`src/rtl/id_ex_stage.sv`:
```
// Decode-to-execute pipeline register with a single-entry valid/ready handshake.
// Writeback data is forwarded into operands at capture and also while an entry is stalled.
module id_ex_stage #(
    parameter int unsigned DATA_WIDTH = 32,
    parameter int unsigned REG_ADDR_W = 5
) (
    input  logic                  clk,
    input  logic                  rst_n,
    input  logic                  flush,
    input  logic                  id_valid,
    output logic                  id_ready,
    input  logic [REG_ADDR_W-1:0] id_rs1,
    input  logic [REG_ADDR_W-1:0] id_rs2,
    input  logic [DATA_WIDTH-1:0] id_rs1_data,
    input  logic [DATA_WIDTH-1:0] id_rs2_data,
    input  logic [DATA_WIDTH-1:0] id_imm,
    input  logic                  id_ALUsrc,
    input  logic [2:0]            id_ALUctrl,
    input  logic [REG_ADDR_W-1:0] id_rd,
    input  logic                  id_RegWrite,
    input  logic                  wb_en,
    input  logic [REG_ADDR_W-1:0] wb_rd,
    input  logic [DATA_WIDTH-1:0] wb_data,
    output logic                  ex_valid,
    input  logic                  ex_ready,
    output logic [DATA_WIDTH-1:0] ex_in0,
    output logic [DATA_WIDTH-1:0] ex_in1,
    output logic [2:0]            ex_ALUctrl,
    output logic [DATA_WIDTH-1:0] ex_rs2_data,
    output logic [REG_ADDR_W-1:0] ex_rd,
    output logic                  ex_RegWrite
);

    logic                  valid_q;
    logic [REG_ADDR_W-1:0] rs1_q;
    logic [REG_ADDR_W-1:0] rs2_q;
    logic [DATA_WIDTH-1:0] rs1_val_q;
    logic [DATA_WIDTH-1:0] rs2_val_q;
    logic [DATA_WIDTH-1:0] imm_q;
    logic                  alusrc_q;
    logic [2:0]            aluctrl_q;
    logic [REG_ADDR_W-1:0] rd_q;
    logic                  regwrite_q;

    logic                  accept;
    logic                  hold;
    logic                  wb_live;
    logic [DATA_WIDTH-1:0] rs1_fwd;
    logic [DATA_WIDTH-1:0] rs2_fwd;

    always_comb begin
        id_ready = !valid_q || ex_ready;
        accept   = id_valid && id_ready && !flush;
        hold     = valid_q && !ex_ready && !flush;
        wb_live  = wb_en && (wb_rd != '0);
        rs1_fwd  = (wb_live && (wb_rd == id_rs1)) ? wb_data : id_rs1_data;
        rs2_fwd  = (wb_live && (wb_rd == id_rs2)) ? wb_data : id_rs2_data;
    end

    always_ff @(posedge clk) begin
        if (!rst_n) begin
            valid_q    <= 1'b0;
            rs1_q      <= '0;
            rs2_q      <= '0;
            rs1_val_q  <= '0;
            rs2_val_q  <= '0;
            imm_q      <= '0;
            alusrc_q   <= 1'b0;
            aluctrl_q  <= '0;
            rd_q       <= '0;
            regwrite_q <= 1'b0;
        end else if (flush) begin
            valid_q <= 1'b0;
        end else if (accept) begin
            valid_q    <= 1'b1;
            rs1_q      <= id_rs1;
            rs2_q      <= id_rs2;
            rs1_val_q  <= rs1_fwd;
            rs2_val_q  <= rs2_fwd;
            imm_q      <= id_imm;
            alusrc_q   <= id_ALUsrc;
            aluctrl_q  <= id_ALUctrl;
            rd_q       <= id_rd;
            regwrite_q <= id_RegWrite;
        end else if (hold) begin
            // Stalled entry keeps its source indices so late writebacks still land.
            if (wb_live && (wb_rd == rs1_q)) rs1_val_q <= wb_data;
            if (wb_live && (wb_rd == rs2_q)) rs2_val_q <= wb_data;
        end else if (ex_ready) begin
            valid_q <= 1'b0;
        end
    end

    always_comb begin
        ex_valid    = valid_q;
        ex_in0      = rs1_val_q;
        ex_in1      = alusrc_q ? imm_q : rs2_val_q;
        ex_ALUctrl  = aluctrl_q;
        ex_rs2_data = rs2_val_q;
        ex_rd       = rd_q;
        ex_RegWrite = regwrite_q && valid_q;
    end

endmodule

```
`config.mk`:
```
export PLATFORM = sky130hd
export DESIGN_NAME = id_ex_stage
export DESIGN_NICKNAME = d
export VERILOG_FILES = /design/src/rtl/id_ex_stage.sv
export SDC_FILE = /design/constraint.sdc
export NUM_CORES = 1
export LEC_CHECK = 0
export ABC_AREA = 1
export CORE_ASPECT_RATIO = 1.1
export CORE_MARGIN = 2
export CORE_UTILIZATION = 51
export DETAILED_ROUTE_END_ITERATION = 10
export DONT_BUFFER_PORTS = 1
export PLACE_DENSITY = 0.7
export SETUP_SLACK_MARGIN = 0.1
export SLEW_MARGIN = 20
export SYNTH_ARGS = -nofsm -noshare
export SYNTH_HDL_FRONTEND = slang
export SYNTH_SLANG_ARGS = --single-unit
```
`constraint.sdc`:
```
create_clock -name clk -period 2.4 [get_ports clk]
set_input_delay 0 -clock clk [delete_from_list [all_inputs] [get_ports clk]]
set_output_delay 0 -clock clk [all_outputs]
set_load 0.05 [all_outputs]
```
Word-level counts from Yosys, hierarchy flattened
Cells that the tools add are included.

Multipliers: 0. $lt $le $gt $ge: 0. Div/mod/pow operators: 0. Reduce and logical (&&, ||, !) cells: 24. Shift operators: 0. Eq/ne operators: 5. Add/sub/neg operators: 0. Multiplexer cells: 12. Bitwise operators: 2.

Operators with widths (number): $mux W32 (9); $eq A5 B5 Y1 (4); $logic_and A1 B1 Y1 (10); $reduce_bool A2 Y1 (4); $reduce_and A3 Y1 (2); $reduce_bool A5 Y1 (1); $reduce_and A2 Y1 (2); $logic_not A1 Y1 (3); $mux W1 (3); $ne A2 B2 Y1 const B (1); $not A1 Y1 (2); $reduce_or A2 Y1 (1); $logic_or A1 B1 Y1 (1).

Logic and storage cells: 53. Latch bits: 0. Output and inout bits: 107. Input bits: 159. Flip-flop bits (word level): 117. Memories kept: 0. RAM bits: 0. Bits in read-only memories: 0.

Depth between registers and ports, before layout
Gate-level depths: netlist (run 1).

Word-level depth: 6. Depth in mapped cells: 13. Gate-level depth less buffers: 11.

Worst setup path before layout (run 1)
OpenSTA, ideal clock, no wires.

Path type: register to register. Start: reg valid_q, in the netlist ex_valid. End: reg rs1_val_q[14], in the netlist ex_in0[14]. Stages on the path, launching flop included: 8. Period minus slack after synthesis: 2.200 ns. Path buffers: 3. Path slack: 0.200 ns. Arrival: 2.130 ns. Cells stage by stage: dfxtp_1 -> nand2_1 -> nand3_1 -> buf_4 -> buf_2 -> buf_2 -> nand3_1 -> a21oi_1.

Longest elaborated chain between the ends: 6. Elaborated cells between the ends (all ways): 10. Classes of those cells: mux (1); reduce/logical (9).

RTL lines: start, declared (line 34) `logic valid_q;`; start signal, assigned (line 62) `valid_q <= 1'b0;`; start signal, assigned (line 73) `valid_q <= 1'b0;`; start signal, assigned (line 75) `valid_q <= 1'b1;`; $logic_not A1 Y1 (*) (line 52) `id_ready = !valid_q || ex_ready;`; $logic_or A1 B1 Y1 (*) (line 52); via id_ready (line 11) `output logic id_ready,`; $logic_and A1 B1 Y1 (*) (2 in a row) (line 53) `accept = id_valid && id_ready && !flush;`; $reduce_bool A2 Y1 (no source line); $reduce_and A3 Y1 (no source line); end signal, assigned (line 78) `rs1_val_q <= rs1_fwd;`; end signal, assigned (line 87) `if (wb_live && (wb_rd == rs1_q)) rs1_val_q <= wb_data;`; end, declared (line 37) `logic [DATA_WIDTH-1:0] rs1_val_q;`.

Mark *: on every way through the listed nets, which the timed path passes. The rest lies on a longest branch. A chain may end at the register's enable or synchronous reset.

Worst setup path after layout (run 1)
Start: reg valid_q, in the netlist ex_valid. End: reg rs1_val_q[11], in the netlist ex_in0[11].

Longest elaborated chain between the ends: 6. Elaborated cells between the ends (all ways): 10. Classes of those cells: mux (1); reduce/logical (9).

RTL lines (line): $logic_not A1 Y1 (52); $logic_or A1 B1 Y1 (52); $logic_and A1 B1 Y1 (2 in a row) (53); $reduce_bool A2 Y1 (no source line); $reduce_and A3 Y1 (no source line).

Several ways; a longest one is shown, not always the timed one.

==> results of run 1 <==
## worst paths after layout
check                             to  cells after the start  slack (ns)
max          ex_in0[11]$_SDFFE_PN0P_                      8        0.19
min           imm_q[18]$_SDFFE_PN0P_                      3        0.02
max reg2reg  ex_in0[11]$_SDFFE_PN0P_                      8        0.19
min reg2reg   imm_q[13]$_SDFFE_PN0P_                      2        0.48
## flip-flops by register name, summed over array words and instances, names as in the netlist
register	flops
ex_in0	32
ex_rs2_data	32
imm_q	32
ex_rd	5
rs1_q	5
rs2_q	5
ex_ALUctrl	3
alusrc_q	1
ex_valid	1
regwrite_q	1
## cells in the final DEF (no fill, tap or decap), types with 21 or more instances in the layout
| cell type | n |
|---|---|
| sky130_fd_sc_hd__dlygate4sd3_1 | 155 |
| sky130_fd_sc_hd__dfxtp_1 | 117 |
| sky130_fd_sc_hd__nand3_1 | 112 |
| sky130_fd_sc_hd__nand2_1 | 111 |
| sky130_fd_sc_hd__nor2_1 | 108 |
| sky130_fd_sc_hd__inv_1 | 81 |
| sky130_fd_sc_hd__o21ai_0 | 64 |
| sky130_fd_sc_hd__a21oi_1 | 57 |
| sky130_fd_sc_hd__mux2_2 | 28 |
| sky130_fd_sc_hd__o21ai_1 | 26 |
| sky130_fd_sc_hd__nand3b_1 | 21 |
## logic make-up after synthesis
kind of cell	after synthesis	synth area share, %
xor gates and xnor gates	17	2.54
buffers and inverters	149	11.4
AOI/OAI and AO/OA	149	12.8
and+or+nand+nor	366	28.0
muxes	28	5.37
DFF	117	39.9
## power groups by stage
stage               Clock (mW)  Sequential [mW]  Combinational, mW
global placement             0             2.50              0.711
global route              2.86             2.48               1.09
finish                    2.75             2.47               1.01
floorplan                    0             2.46              0.663
CTS                       2.76             2.46              0.978
detailed placement           0             2.50              0.728
## metal layers
metal	share of wire, %	routed length [um]	track usage (%)	vias to the layer above
met4	5.8	1250	21.3	0
met1	35	7610	36.4	3015
li1	-	-	-	2950
met5	0	0	0	-
met3	9.6	2070	12.2	132
met2	49	10600	57.6	429
## layout make-up
cell class,instances,area share [%]
diodes,5,0.155
clock buffers,24,6.20
clock inverters,8,1.78
inverters,84,3.91
multi-input cells,560,35.5
flip-flops and latches,117,28.9
well taps,150,2.32
repair buffers,172,21.2
## worst max-delay path, stage by stage (launching register included)
cell and delay [ns]:
sky130_fd_sc_hd__dfxtp_1 0.33, sky130_fd_sc_hd__nand2_1 0.08, sky130_fd_sc_hd__buf_4 0.21, sky130_fd_sc_hd__nand3_4 0.19, sky130_fd_sc_hd__clkinv_2 0.13, sky130_fd_sc_hd__nand2_2 0.65, sky130_fd_sc_hd__nand2_1 0.16, sky130_fd_sc_hd__o21ai_1 0.19
sky130_fd_sc_hd__a21oi_1 0.10
## what timing repair did
item | in CTS | in global routing
setup endpoints to repair | 0 | 4
endpoints found under the hold margin | 117 | 0
gates resized for setup | 0 | 1
buffers inserted | 0 | 0
hold buffers | 156 | 0
## through the flow
| stage | hold slack [ns] | util (%) | setup slack, ns |
|---|---|---|---|
| 2_1_floorplan | 0.0785 | - | 0.200 |
| 3_3_place_gp | 0.0794 | 51.6 | 0.345 |
| 3_5_place_dp | 0.0807 | 51.6 | 0.322 |
| 4_1_cts | 0.00535 | 71.2 | 0.294 |
| 5_1_grt | 0.0382 | 71.3 | 0.0792 |
| 6_report | 0.0156 | 71.4 | 0.191 |
==> PnR_summary.wiki, run 1 <==
{| class="wikitable"
! Metric !! Value
|-
| YS warnings || 0
|-
| Share of total power in sequential cells || 39.6%
|-
| Critical Path Source || ex_valid$_SDFFE_PP0P_
|-
| Vias in the first global route || 6304
|-
| Launch point of the worst hold path || id_valid
|-
| Top cell types by occurrence after synthesis || sky130_fd_sc_hd__dfxtp_1, sky130_fd_sc_hd__nand3_1, sky130_fd_sc_hd__nand2_1
|-
| Internal power contribution || approximately 4.4 mW
|-
| Fraction of power spent switching nets || between 20 and 30%
|-
| Post-layout instance count excluding filler cells || between 1000 and 1500
|-
| Final weighted congestion in routability-driven placement || between 0.8 and 0.9
|-
| Antenna viol nets, final || 0
|-
| Post-synth top area share || 39.9%
|-
| Pins Over Slew Limit || 0
|-
| Placed cell count || between 900 and 1000
|-
| Setup tns final || 0 ns
|-
| Average instance area after synthesis || ~7.1 um2
|-
| Detailed-route DRC error count || 0
|-
| Input/output buffers || 0
|-
| Routed length per placed instance || 19.3 um
|-
| Gate count after technology mapping || 826
|-
| Post-route cell area || 0.00809 mm2
|-
| Overall track demand over capacity in global routing || 34.0%
|-
| Max IR drop VDD || 0.401 mV
|-
| Pwr Density || slightly below 800 mW/mm2
|-
| Signal arrival time at the worst endpoint || 2.49 ns
|-
| Maximum number of pins on one net before global-route repair || 88
|-
| Setup repair after global routing missed its margin || yes
|-
| H-tree lvl count || 4
|-
| Most common cell in the netlist || sky130_fd_sc_hd__dfxtp_1
|-
| Initial standard-cell utilization of the core || 51.8%
|-
| Area growth from synthesis to layout || 37.9%
|-
| CP Max Fanout || 47
|-
| Synth Cell Area || 0.00587 mm2
|-
| Std cell rows || 41
|-
| Type of the worst setup path || flip-flop to flip-flop
|-
| Type of origin of the critical path || flip-flop
|-
| Top cell type by total area after synthesis || sky130_fd_sc_hd__dfxtp_1
|-
| Worst hold path class || input pin to flip-flop
|-
| Result of the run || finished clean
|-
| Chip Height || between 100 and 150 um
|-
| Fmax || 453 MHz
|-
| Worst slew margin relative to its limit || 32.6%
|-
| CTS sink cnt || about 120
|-
| Vias after detailed routing || 6526
|-
| Portion of the clock cycle consumed by the worst path in the final layout || a little over 90%
|-
| Number of hold violations in the final report || 0
|-
| Most common flop cell mapped by yosys || sky130_fd_sc_hd__dfxtp_1
|-
| EDFF count, synth || 0
|-
| Initial antenna violation count || 3
|-
| FF+latch area || 0.00234 mm2
|-
| Setup violations, final || 0
|-
| Core Footprint || 0.0113 mm2
|-
| Clk_lat worst skew || 0.42 ns
|-
| Net count of the mapped netlist || ~990
|-
| Seq cells post-synth || approximately 120
|-
| Clock edge transition at the registers on the reported setup and hold paths || approximately 0.060 ns
|-
| Power dissipated by switching net loads || around 1.9 mW
|-
| Die area || 0.0124 mm2
|-
| Leading cell types by total area after synthesis || sky130_fd_sc_hd__dfxtp_1, sky130_fd_sc_hd__nand3_1, sky130_fd_sc_hd__nand2_1, sky130_fd_sc_hd__nor2_1, sky130_fd_sc_hd__o21ai_0
|-
| Width of the die || 106 um
|-
| Aggregate global routing overflow || 0
|-
| Required time of the worst setup path || 2.69 ns
|-
| Share of async-settable or async-resettable flops after synthesis || 0%
|-
| Detailed Route Iter0 Violations || 647
|-
| Multi-input combinational cell area || around 0.0029 mm2
|-
| Final total power || slightly above 6 mW
|-
| Reported leakage power || 3.58 nW
|-
| Proportion of layout cells with a drive suffix above 1 || 9.43%
|-
| CTS tree || built
|-
| Post-DR vias/cell || between 5 and 6
|-
| Sort of element at the end of the critical path || flip-flop
|-
| Longest Clk Path Bufs || 2
|-
| Comb pwr share || between 10% and 20%
|-
| Total clock buffers created by CTS || 17
|-
| Transition time of the tightest slew-check pin || 1.01 ns
|-
| Max Cap Violations || 0
|-
| Layout filler cell count || 846
|-
| Root buffer cell || sky130_fd_sc_hd__clkbuf_16
|-
| Beginning of the worst register-to-register path || ex_valid$_SDFFE_PP0P_
|-
| Clock group share of total power || 44.2%
|-
| Total wirelength of the detailed-routed design || 21.6 mm
|-
| Seq/Total Area, Yosys || 39.9%
|-
| Placed Instance Area || 0.00585 mm2
|-
| Minimum period implied by the final worst setup slack || 2.21 ns
|-
| NumNets Final || 1111
|-
| Wire length of the first global-routing pass || about 32 mm
|-
| Final HPWL DP || 13.4 mm
|-
| Distinct cell type count of the synthesized netlist || 27
|-
| Final setup skew || between 0.01 and 0.015 ns
|-
| Number of ports placed on the die boundary || between 200 and 300
|-
| Router iterations before antenna repair || 7
|}
No activity file was read; power rests on OpenSTA's default activity.
==> run 2, diff against run 1 <==
==> constraint.sdc (replaced) <==
create_clock -name clk -period 2.4 [get_ports clk]
set_input_delay 0.36 -clock clk [delete_from_list [all_inputs] [get_ports clk]]
set_output_delay 0.36 -clock clk [all_outputs]
set_load 0.05 [all_outputs]
==> PnR_summary.wiki, run 2 (same netlist as run 1, synthesis figures left out) <==
{| class="wikitable"
! Metric !! Value
|-
| Number of cells on the critical path || 2 (was 8)
|-
| Proportion of layout cells with a drive suffix above 1 || 14.8% (was 9.43%)
|-
| Maximum number of pins on one net before global-route repair || 100 (was 88)
|-
| Chip Height || 117 um (unchanged)
|-
| Core Footprint || 0.0113 mm2 (unchanged)
|-
| Final antenna diode count || 0 (was 5)
|-
| Placed Instance Area || 0.00611 mm2 (was 0.00585 mm2)
|-
| Aggregate global routing overflow || 0 (unchanged)
|-
| Beginning of the worst register-to-register path || ex_valid$_SDFFE_PP0P_ (unchanged)
|-
| Number of resized instances in the post-cts repair step || 0 (unchanged)
|-
| Detailed Route Iter0 Violations || 391 (was 647)
|-
| Portion of the clock cycle consumed by the worst path in the final layout || 80.9% (was 92.1%)
|-
| Area growth from synthesis to layout || 14.9% (was 37.9%)
|-
| Overall track demand over capacity in global routing || 28.7% (was 34.0%)
|-
| Number of ports placed on the die boundary || 266 (unchanged)
|-
| Number of buffers inserted to repair setup after CTS || 0 (unchanged)
|-
| H-tree lvl count || 4 (unchanged)
|-
| Cell with the largest stage delay on the worst path || sky130_fd_sc_hd__mux2_2 (was sky130_fd_sc_hd__nand2_2)
|-
| Vias after detailed routing || 5576 (was 6526)
|-
| Vias in the first global route || 5195 (was 6304)
|-
| Endpoint of the most critical register-to-register path || ex_rs2_data[18]$_SDFFE_PN0P_ (was ex_in0[11]$_SDFFE_PN0P_)
|-
| Depth of the worst register-to-register path || 7 (was 8)
|-
| Final HPWL DP || 13.5 mm (was 13.4 mm)
|-
| CTS tree || built (unchanged)
|-
| Pins Over Slew Limit || 0 (unchanged)
|-
| Initial standard-cell utilization of the core || 51.8% (unchanged)
|-
| Signal arrival time at the worst endpoint || 1.58 ns (was 2.49 ns)
|-
| Post-Route Hold Slack || 0.0250 ns (was 0.0156 ns)
|-
| Final weighted congestion in routability-driven placement || 0.841 (was 0.878)
|-
| Slowest stage delay, CP || 0.51 ns (was 0.65 ns)
|-
| Antenna viol nets, final || 0 (unchanged)
|-
| Sort of element at the end of the critical path || primary output (was flip-flop)
|-
| Reported leakage power || 3.08 nW (was 3.58 nW)
|-
| Number of stages on the worst hold path || 1 (was 3)
|-
| Router iterations before antenna repair || 5 (was 7)
|-
| Hold bufs inserted after CTS || 0 (was 156)
|-
| Std cell rows || 41 (unchanged)
|-
| Result of the run || finished clean (unchanged)
|-
| Setup repair after global routing missed its margin || no (was yes)
|-
| Longest Clk Path Bufs || 2 (unchanged)
|-
| Fmax || 515 MHz (was 453 MHz)
|-
| Clock edge transition at the registers on the reported setup and hold paths || 0.05 ns (was 0.06 ns)
|-
| Width of the die || 106 um (unchanged)
|-
| Clk_lat worst skew || 0.41 ns (was 0.42 ns)
|-
| Pwr Density || 882 mW/mm2 (was 770 mW/mm2)
|-
| Post-route cell area || 0.00674 mm2 (was 0.00809 mm2)
|-
| Worst setup path endpoint || ex_in1[16] (was ex_in0[11]$_SDFFE_PN0P_)
|-
| CP top delay family || multiplexers (was simple AND/OR/NAND/NOR gates)
|-
| Commonest non-fill, non-tap cell in the layout || sky130_fd_sc_hd__dfxtp_1 (was sky130_fd_sc_hd__dlygate4sd3_1)
|-
| Final setup skew || 0.00626 ns (was 0.0137 ns)
|-
| Worst hold path class || input pin to flip-flop (unchanged)
|-
| Die area || 0.0124 mm2 (unchanged)
|-
| Routed length per placed instance || 18.7 um (was 19.3 um)
|-
| CTS sink cnt || 117 (unchanged)
|-
| Root buffer cell || sky130_fd_sc_hd__clkbuf_16 (unchanged)
|-
| Number of hold violations in the final report || 0 (unchanged)
|-
| Commonest cells after routing, fill and taps aside || sky130_fd_sc_hd__dfxtp_1, sky130_fd_sc_hd__nand3_1, sky130_fd_sc_hd__nand2_1 (was sky130_fd_sc_hd__dlygate4sd3_1, sky130_fd_sc_hd__dfxtp_1, sky130_fd_sc_hd__nand3_1)
|-
| Transition time of the tightest slew-check pin || 0.949 ns (was 1.01 ns)
|-
| Total clock buffers created by CTS || 17 (unchanged)
|-
| Setup violations, final || 0 (unchanged)
|-
| Post-DR vias/cell || 5.62 (was 5.83)
|-
| Max IR drop VDD || 0.389 mV (was 0.401 mV)
|-
| CP Max Fanout || 25 (was 47)
|-
| Critical Path Source || alusrc_q$_SDFFE_PN0P_ (was ex_valid$_SDFFE_PP0P_)
|-
| Setup tns final || 0 ns (unchanged)
|-
| Critical path, cell by cell || buf_4 -> mux2_2 (was nand2_1 -> buf_4 -> nand3_4 -> clkinv_2 -> nand2_2 -> nand2_1 -> o21ai_1 -> a21oi_1)
|-
| Wire length of the first global-routing pass || 27.5 mm (was 32.4 mm)
|-
| Detailed-route DRC error count || 0 (unchanged)
|-
| Total wirelength of the detailed-routed design || 18.5 mm (was 21.6 mm)
|-
| Required time of the worst setup path || 2.04 ns (was 2.69 ns)
|-
| Worst-case register-to-register setup slack || 0.47 ns (was 0.19 ns)
|-
| Initial antenna violation count || 0 (was 3)
|-
| Number of buffers and inverters on the critical path || 1 (was 2)
|-
| Max Cap Violations || 0 (unchanged)
|-
| Minimum period implied by the final worst setup slack || 1.94 ns (was 2.21 ns)
|-
| NumNets Final || 989 (was 1111)
|-
| Type of the worst setup path || flip-flop to primary output (was flip-flop to flip-flop)
|-
| Type of origin of the critical path || flip-flop (unchanged)
|-
| Worst slew margin relative to its limit || 36.7% (was 32.6%)
|-
| Input/output buffers || 0 (unchanged)
|}
-- run 2: cell types whose count changed in the layout (fill, tap and decap cells not counted), sizes merged --
cell and delta:
clkbuf -4, dlygate4sd3 -155, clkinvlp +4, buf +33, diode -5
-- run 2: how the worst min path moves through the flow --
stage                     startpoint                    end
final                          flush  ex_valid$_SDFFE_PP0P_
after global routing           flush  ex_valid$_SDFFE_PP0P_
after CTS                      flush  ex_valid$_SDFFE_PP0P_
after detailed placement       flush  ex_valid$_SDFFE_PP0P_
after global placement         flush  ex_valid$_SDFFE_PP0P_
after floorplan                flush  ex_valid$_SDFFE_PP0P_
-- run 2: final cells by class --
| type | instances | area, um2 |
|---|---|---|
| repair buffers | 50 | 388 |
| multi-input cells | 560 | 2870 |
| clock inverters | 12 | 178 |
| fillers | 1061 | 4600 |
| flip-flops and latches | 117 | 2340 |
| clock buffers | 20 | 457 |
| well taps | 150 | 188 |
| inverters | 84 | 317 |
-- run 2: stage by stage --
stage / setup slack [ns] / power, mW / utilization [%] / std cells
3_5_place_dp: 0.403 / 3.29 / 53.9 / 961
3_3_place_gp: 0.485 / 3.26 / 53.9 / 961
4_1_cts: 0.438 / 5.97 / 59.5 / 993
5_1_grt: 0.279 / 6.16 / 59.5 / 993
2_1_floorplan: 0.200 / 3.12 / - / 826
6_report: 0.458 / 5.94 / 59.5 / 993
-- run 2: where the power goes --
group	total, mW	leakage [nW]	switching, mW	internal, mW
combinational	0.942	1.82	0.655	0.286
clock	2.69	0.298	0.904	1.79
sequential	2.31	0.964	0.232	2.08
total	5.94	3.08	1.79	4.15
-- run 2: worst register-to-register path: stages (launching register included) --
cell and delay [ns]:
sky130_fd_sc_hd__dfxtp_1 0.33, sky130_fd_sc_hd__nand2_1 0.12, sky130_fd_sc_hd__nand3_4 0.11, sky130_fd_sc_hd__clkinv_2 0.23, sky130_fd_sc_hd__nand2_2 0.49, sky130_fd_sc_hd__buf_4 0.29
sky130_fd_sc_hd__nand3_1 0.09, sky130_fd_sc_hd__a21oi_1 0.19
-- run 2: metal layers --
metal  global-route usage (%)  wire length [um]  vias to the layer above
met4                     12.4               617                        0
met2                     48.1              9050                      299
met1                     32.5              6930                     2553
li1                         -                 -                     2684
met3                     11.9              1950                       40
met5                        0                 0                        -
==> run 3, diff against run 2 <==
--- a/config.mk
+++ b/config.mk
@@ -5,13 +5,13 @@
 export SDC_FILE = /design/constraint.sdc
 export NUM_CORES = 1
 export LEC_CHECK = 0
-export ABC_AREA = 1
+export ABC_AREA = 0
 export CORE_ASPECT_RATIO = 1.1
 export CORE_MARGIN = 2
 export CORE_UTILIZATION = 51
 export DETAILED_ROUTE_END_ITERATION = 10
 export DONT_BUFFER_PORTS = 1
-export PLACE_DENSITY = 0.7
+export PLACE_DENSITY = 0.73
 export SETUP_SLACK_MARGIN = 0.1
 export SLEW_MARGIN = 20
 export SYNTH_ARGS = -nofsm -noshare
==> constraint.sdc (replaced) <==
create_clock -name clk -period 1.7 [get_ports clk]
set_input_delay 0.255 -clock clk [delete_from_list [all_inputs] [get_ports clk]]
set_output_delay 0.255 -clock clk [all_outputs]
set_load 0.05 [all_outputs]
==> PnR_summary.wiki, run 3 <==
{| class="wikitable"
! Metric !! Value
|-
| Result of the run || complete, but fails checks (was finished clean)
|-
| Violations in the final reports || setup timing
|-
| Router iterations before antenna repair || 7 (was 5)
|-
| Portion of the clock cycle consumed by the worst path in the final layout || 126%
|-
| Total wirelength of the detailed-routed design || 35.8 mm (was 18.5 mm)
|-
| Post-Place Setup Slack || -0.209 ns (was 0.403 ns)
|-
| Pins Over Slew Limit || 0 (unchanged)
|-
| Maximum number of pins on one net before global-route repair || 47 (was 100)
|-
| Signal arrival time at the worst endpoint || 2.45 ns (was 1.58 ns)
|-
| Max Cap Violations || 0 (unchanged)
|-
| Input/output buffers || 0 (unchanged)
|-
| CTS tree || built (unchanged)
|-
| Root buffer cell || sky130_fd_sc_hd__clkbuf_16 (unchanged)
|-
| Final setup skew || 0.0112 ns (was 0.00626 ns)
|-
| Commonest non-fill, non-tap cell in the layout || sky130_fd_sc_hd__dfxtp_1 (unchanged)
|-
| Proportion of layout cells with a drive suffix above 1 || 49.8% (was 14.8%)
|-
| Top cell type by total area after synthesis || sky130_fd_sc_hd__dfxtp_1 (unchanged)
|-
| Vias after detailed routing || 7439 (was 5576)
|-
| Initial antenna violation count || 1 (was 0)
|-
| Sort of element at the end of the critical path || flip-flop (was primary output)
|-
| Number of hold violations in the final report || 0 (unchanged)
|-
| Pwr Density || 857 mW/mm2 (was 882 mW/mm2)
|-
| Aggregate global routing overflow || 0 (unchanged)
|-
| Worst slew margin relative to its limit || 34.7% (was 36.7%)
|-
| Seq/Total Area, Yosys || 39.8% (was 39.9%)
|-
| Beginning of the worst register-to-register path || ex_valid$_SDFFE_PP0P_ (unchanged)
|-
| Gate count after technology mapping || 658 (was 826)
|-
| Transition time of the tightest slew-check pin || 0.976 ns (was 0.949 ns)
|-
| Net count of the mapped netlist || 817 (was 985)
|-
| Average instance area after synthesis || 8.95 um2 (was 7.11 um2)
|-
| Top cell types by occurrence after synthesis || sky130_fd_sc_hd__nand2_1, sky130_fd_sc_hd__dfxtp_1, sky130_fd_sc_hd__o21ai_0 (was sky130_fd_sc_hd__dfxtp_1, sky130_fd_sc_hd__nand3_1, sky130_fd_sc_hd__nand2_1)
|-
| Commonest cells after routing, fill and taps aside || sky130_fd_sc_hd__dfxtp_1, sky130_fd_sc_hd__dlygate4sd3_1, sky130_fd_sc_hd__buf_4 (was sky130_fd_sc_hd__dfxtp_1, sky130_fd_sc_hd__nand3_1, sky130_fd_sc_hd__nand2_1)
|-
| Initial standard-cell utilization of the core || 51.7% (was 51.8%)
|-
| Final HPWL DP || 14.8 mm (was 13.5 mm)
|-
| Routed length per placed instance || 34.4 um (was 18.7 um)
|-
| Vias in the first global route || 6981 (was 5195)
|-
| Mux contribution to synthesized area || 9.82% (was 5.37%)
|-
| Clk_lat worst skew || 0.42 ns (was 0.41 ns)
|-
| Longest Clk Path Bufs || 2 (unchanged)
|-
| Overall track demand over capacity in global routing || 42.9% (was 28.7%)
|-
| Detailed Route Iter0 Violations || 1186 (was 391)
|-
| Post-synth top area share || 39.8% (was 39.9%)
|-
| Final core area utilization || 93.2% (was 59.5%)
|-
| Final weighted congestion in routability-driven placement || 0.816 (was 0.841)
|-
| Fmax || 466 MHz
|-
| Type of origin of the critical path || flip-flop (unchanged)
|-
| Width of the die || 106 um (about the same)
|-
| Type of the worst setup path || flip-flop to flip-flop (was flip-flop to primary output)
|-
| Share of async-settable or async-resettable flops after synthesis || 0% (unchanged)
|-
| Core Footprint || 0.0114 mm2 (was 0.0113 mm2)
|-
| Die area || 0.0124 mm2 (about the same)
|-
| Detailed-route DRC error count || 0 (unchanged)
|-
| Chip Height || 117 um (about the same)
|-
| Most common cell in the netlist || sky130_fd_sc_hd__nand2_1 (was sky130_fd_sc_hd__dfxtp_1)
|-
| Area growth from synthesis to layout || 80.3% (was 14.9%)
|-
| Post-Synth XOR/XNOR Area || 3.10% (was 2.54%)
|-
| Total clock buffers created by CTS || 17 (unchanged)
|-
| Clock edge transition at the registers on the reported setup and hold paths || 0.06 ns (was 0.05 ns)
|-
| Antenna viol nets, final || 0 (unchanged)
|-
| Minimum period implied by the final worst setup slack || 2.15 ns
|-
| Fraction of the mapped netlist area in adder cells || 0% (unchanged)
|-
| Distinct cell type count of the synthesized netlist || 45 (was 27)
|-
| Critical Path Source || ex_valid$_SDFFE_PP0P_ (was alusrc_q$_SDFFE_PN0P_)
|-
| PnR worst setup slack || -0.447 ns (was 0.458 ns)
|-
| Seq cells post-synth || 117 (unchanged)
|-
| Max IR drop VDD || 0.671 mV (was 0.389 mV)
|-
| Setup tns final || -22.93 ns (was 0 ns)
|-
| YS warnings || 0 (unchanged)
|-
| CTS sink cnt || 117 (unchanged)
|-
| CP Max Fanout || 4 (was 25)
|-
| Setup repair after global routing missed its margin || yes (was no)
|-
| Leading cell types by total area after synthesis || sky130_fd_sc_hd__dfxtp_1, sky130_fd_sc_hd__nand2_1, sky130_fd_sc_hd__a221oi_2, sky130_fd_sc_hd__mux2i_1, sky130_fd_sc_hd__a21boi_0 (was sky130_fd_sc_hd__dfxtp_1, sky130_fd_sc_hd__nand3_1, sky130_fd_sc_hd__nand2_1, sky130_fd_sc_hd__nor2_1, sky130_fd_sc_hd__o21ai_0)
|-
| Reported leakage power || 4.51 nW (was 3.08 nW)
|-
| Std cell rows || 41 (unchanged)
|-
| Worst hold path class || input pin to flip-flop (unchanged)
|-
| Simple-gate share of the synthesized area || 13.3% (was 28.0%)
|-
| Post-DR vias/cell || 7.16 (was 5.62)
|-
| Placed Instance Area || 0.00689 mm2 (was 0.00611 mm2)
|-
| Number of ports placed on the die boundary || 266 (unchanged)
|-
| H-tree lvl count || 4 (unchanged)
|-
| Final total power || 9.10 mW (was 5.94 mW)
|-
| Most common flop cell mapped by yosys || sky130_fd_sc_hd__dfxtp_1 (unchanged)
|-
| NumNets Final || 1032 (was 989)
|-
| Synth Cell Area || 0.00589 mm2 (was 0.00587 mm2)
|-
| Synthesized-area fraction occupied by ao, oa, aoi and oai cells || 26.6% (was 12.8%)
|-
| Required time of the worst setup path || 2.01 ns (was 2.04 ns)
|-
| EDFF count, synth || 0 (unchanged)
|-
| Launch point of the worst hold path || id_valid (was flush)
|-
| Largest family of logic cells by synthesized area || compound AO/OA/AOI/OAI gates (was simple AND/OR/NAND/NOR gates)
|-
| Post-route cell area || 0.0106 mm2 (was 0.00674 mm2)
|-
| Setup violations, final || 135 (was 0)
|-
| Wire length of the first global-routing pass || 39.7 mm (was 27.5 mm)
|}
-- run 3: cell types whose count changed after synthesis, sizes merged, moves of 42 or more --
cell	previous run	this run
a21boi	1	52
a21oi	57	1
a221oi	0	42
mux2i	0	42
nand3	114	3
nor2	112	4
-- run 3: logic make-up (layout without fill, tap and decap cells) --
logic type      Yosys count  in the layout
flops                   117            117
compound gates          191            191
xor+xnor                 20             20
mux                      56             56
other cells               0              3
simple gates            174            174
buf+inv                 100            328
-- run 3: routing by layer --
layer  up-vias  track usage (%)  share of wire [%]
met2       822             73.8                 44
met4         0             32.4                 12
met5         -                0                  0
li1       2779                -                  -
met1      3427             43.0                 29
met3       411             15.3                 15
-- run 3: through the flow --
stage / hold WS [ns] / instances
floorplan: 0.321 / 658
global placement: 0.326 / 855
detailed placement: 0.330 / 855
CTS: 0.00143 / 1028
global route: -0.00999 / 1037
finish: 0.00582 / 1039
-- run 3: worst paths after layout --
| path | end | slack, ns | cells after the start |
|---|---|---|---|
| worst min-delay path | ex_valid$_SDFFE_PP0P_ | 0.006 | 2 |
| worst min register to register | rs1_q[4]$_SDFFE_PN0P_ | 0.48 | 2 |
| worst max register to register | ex_in0[17]$_SDFFE_PN0P_ | -0.45 | 8 |
| worst max-delay path | ex_in0[17]$_SDFFE_PN0P_ | -0.45 | 8 |
-- run 3: cell type report --
cell class              instances  area [um2]
clock buffers                  19         464
clock inverters                13         123
multi-input cells             441        4270
inverters                      43         164
well taps                     150         188
diodes                          3        7.51
repair buffers                253        3050
flip-flops and latches        117        2360
fillers                       346         772
-- run 3: what timing repair did --
item	in CTS	in global routing
endpoints found under the setup margin	147	151
hold buffers	92	1
gates resized for setup	242	189
setup buffers	33	7
pin swaps	47	106
cloned	16	8
hold endpoints to repair	92	12
-- run 3: power by group --
group	internal, mW	switching, mW
Combinational	0.950	1.29
Sequential	2.90	0.308
Clock	2.15	1.50
-- run 3: critical path, cell delays in order, from the launching register on --
cell and delay, ns:
sky130_fd_sc_hd__dfxtp_4 0.36, sky130_fd_sc_hd__buf_6 0.11, sky130_fd_sc_hd__nor2b_4 0.14, sky130_fd_sc_hd__inv_4 0.06, sky130_fd_sc_hd__nand3b_1 0.25, sky130_fd_sc_hd__nor4_1 0.54
sky130_fd_sc_hd__buf_4 0.22, sky130_fd_sc_hd__o211ai_1 0.14, sky130_fd_sc_hd__o211ai_1 0.21
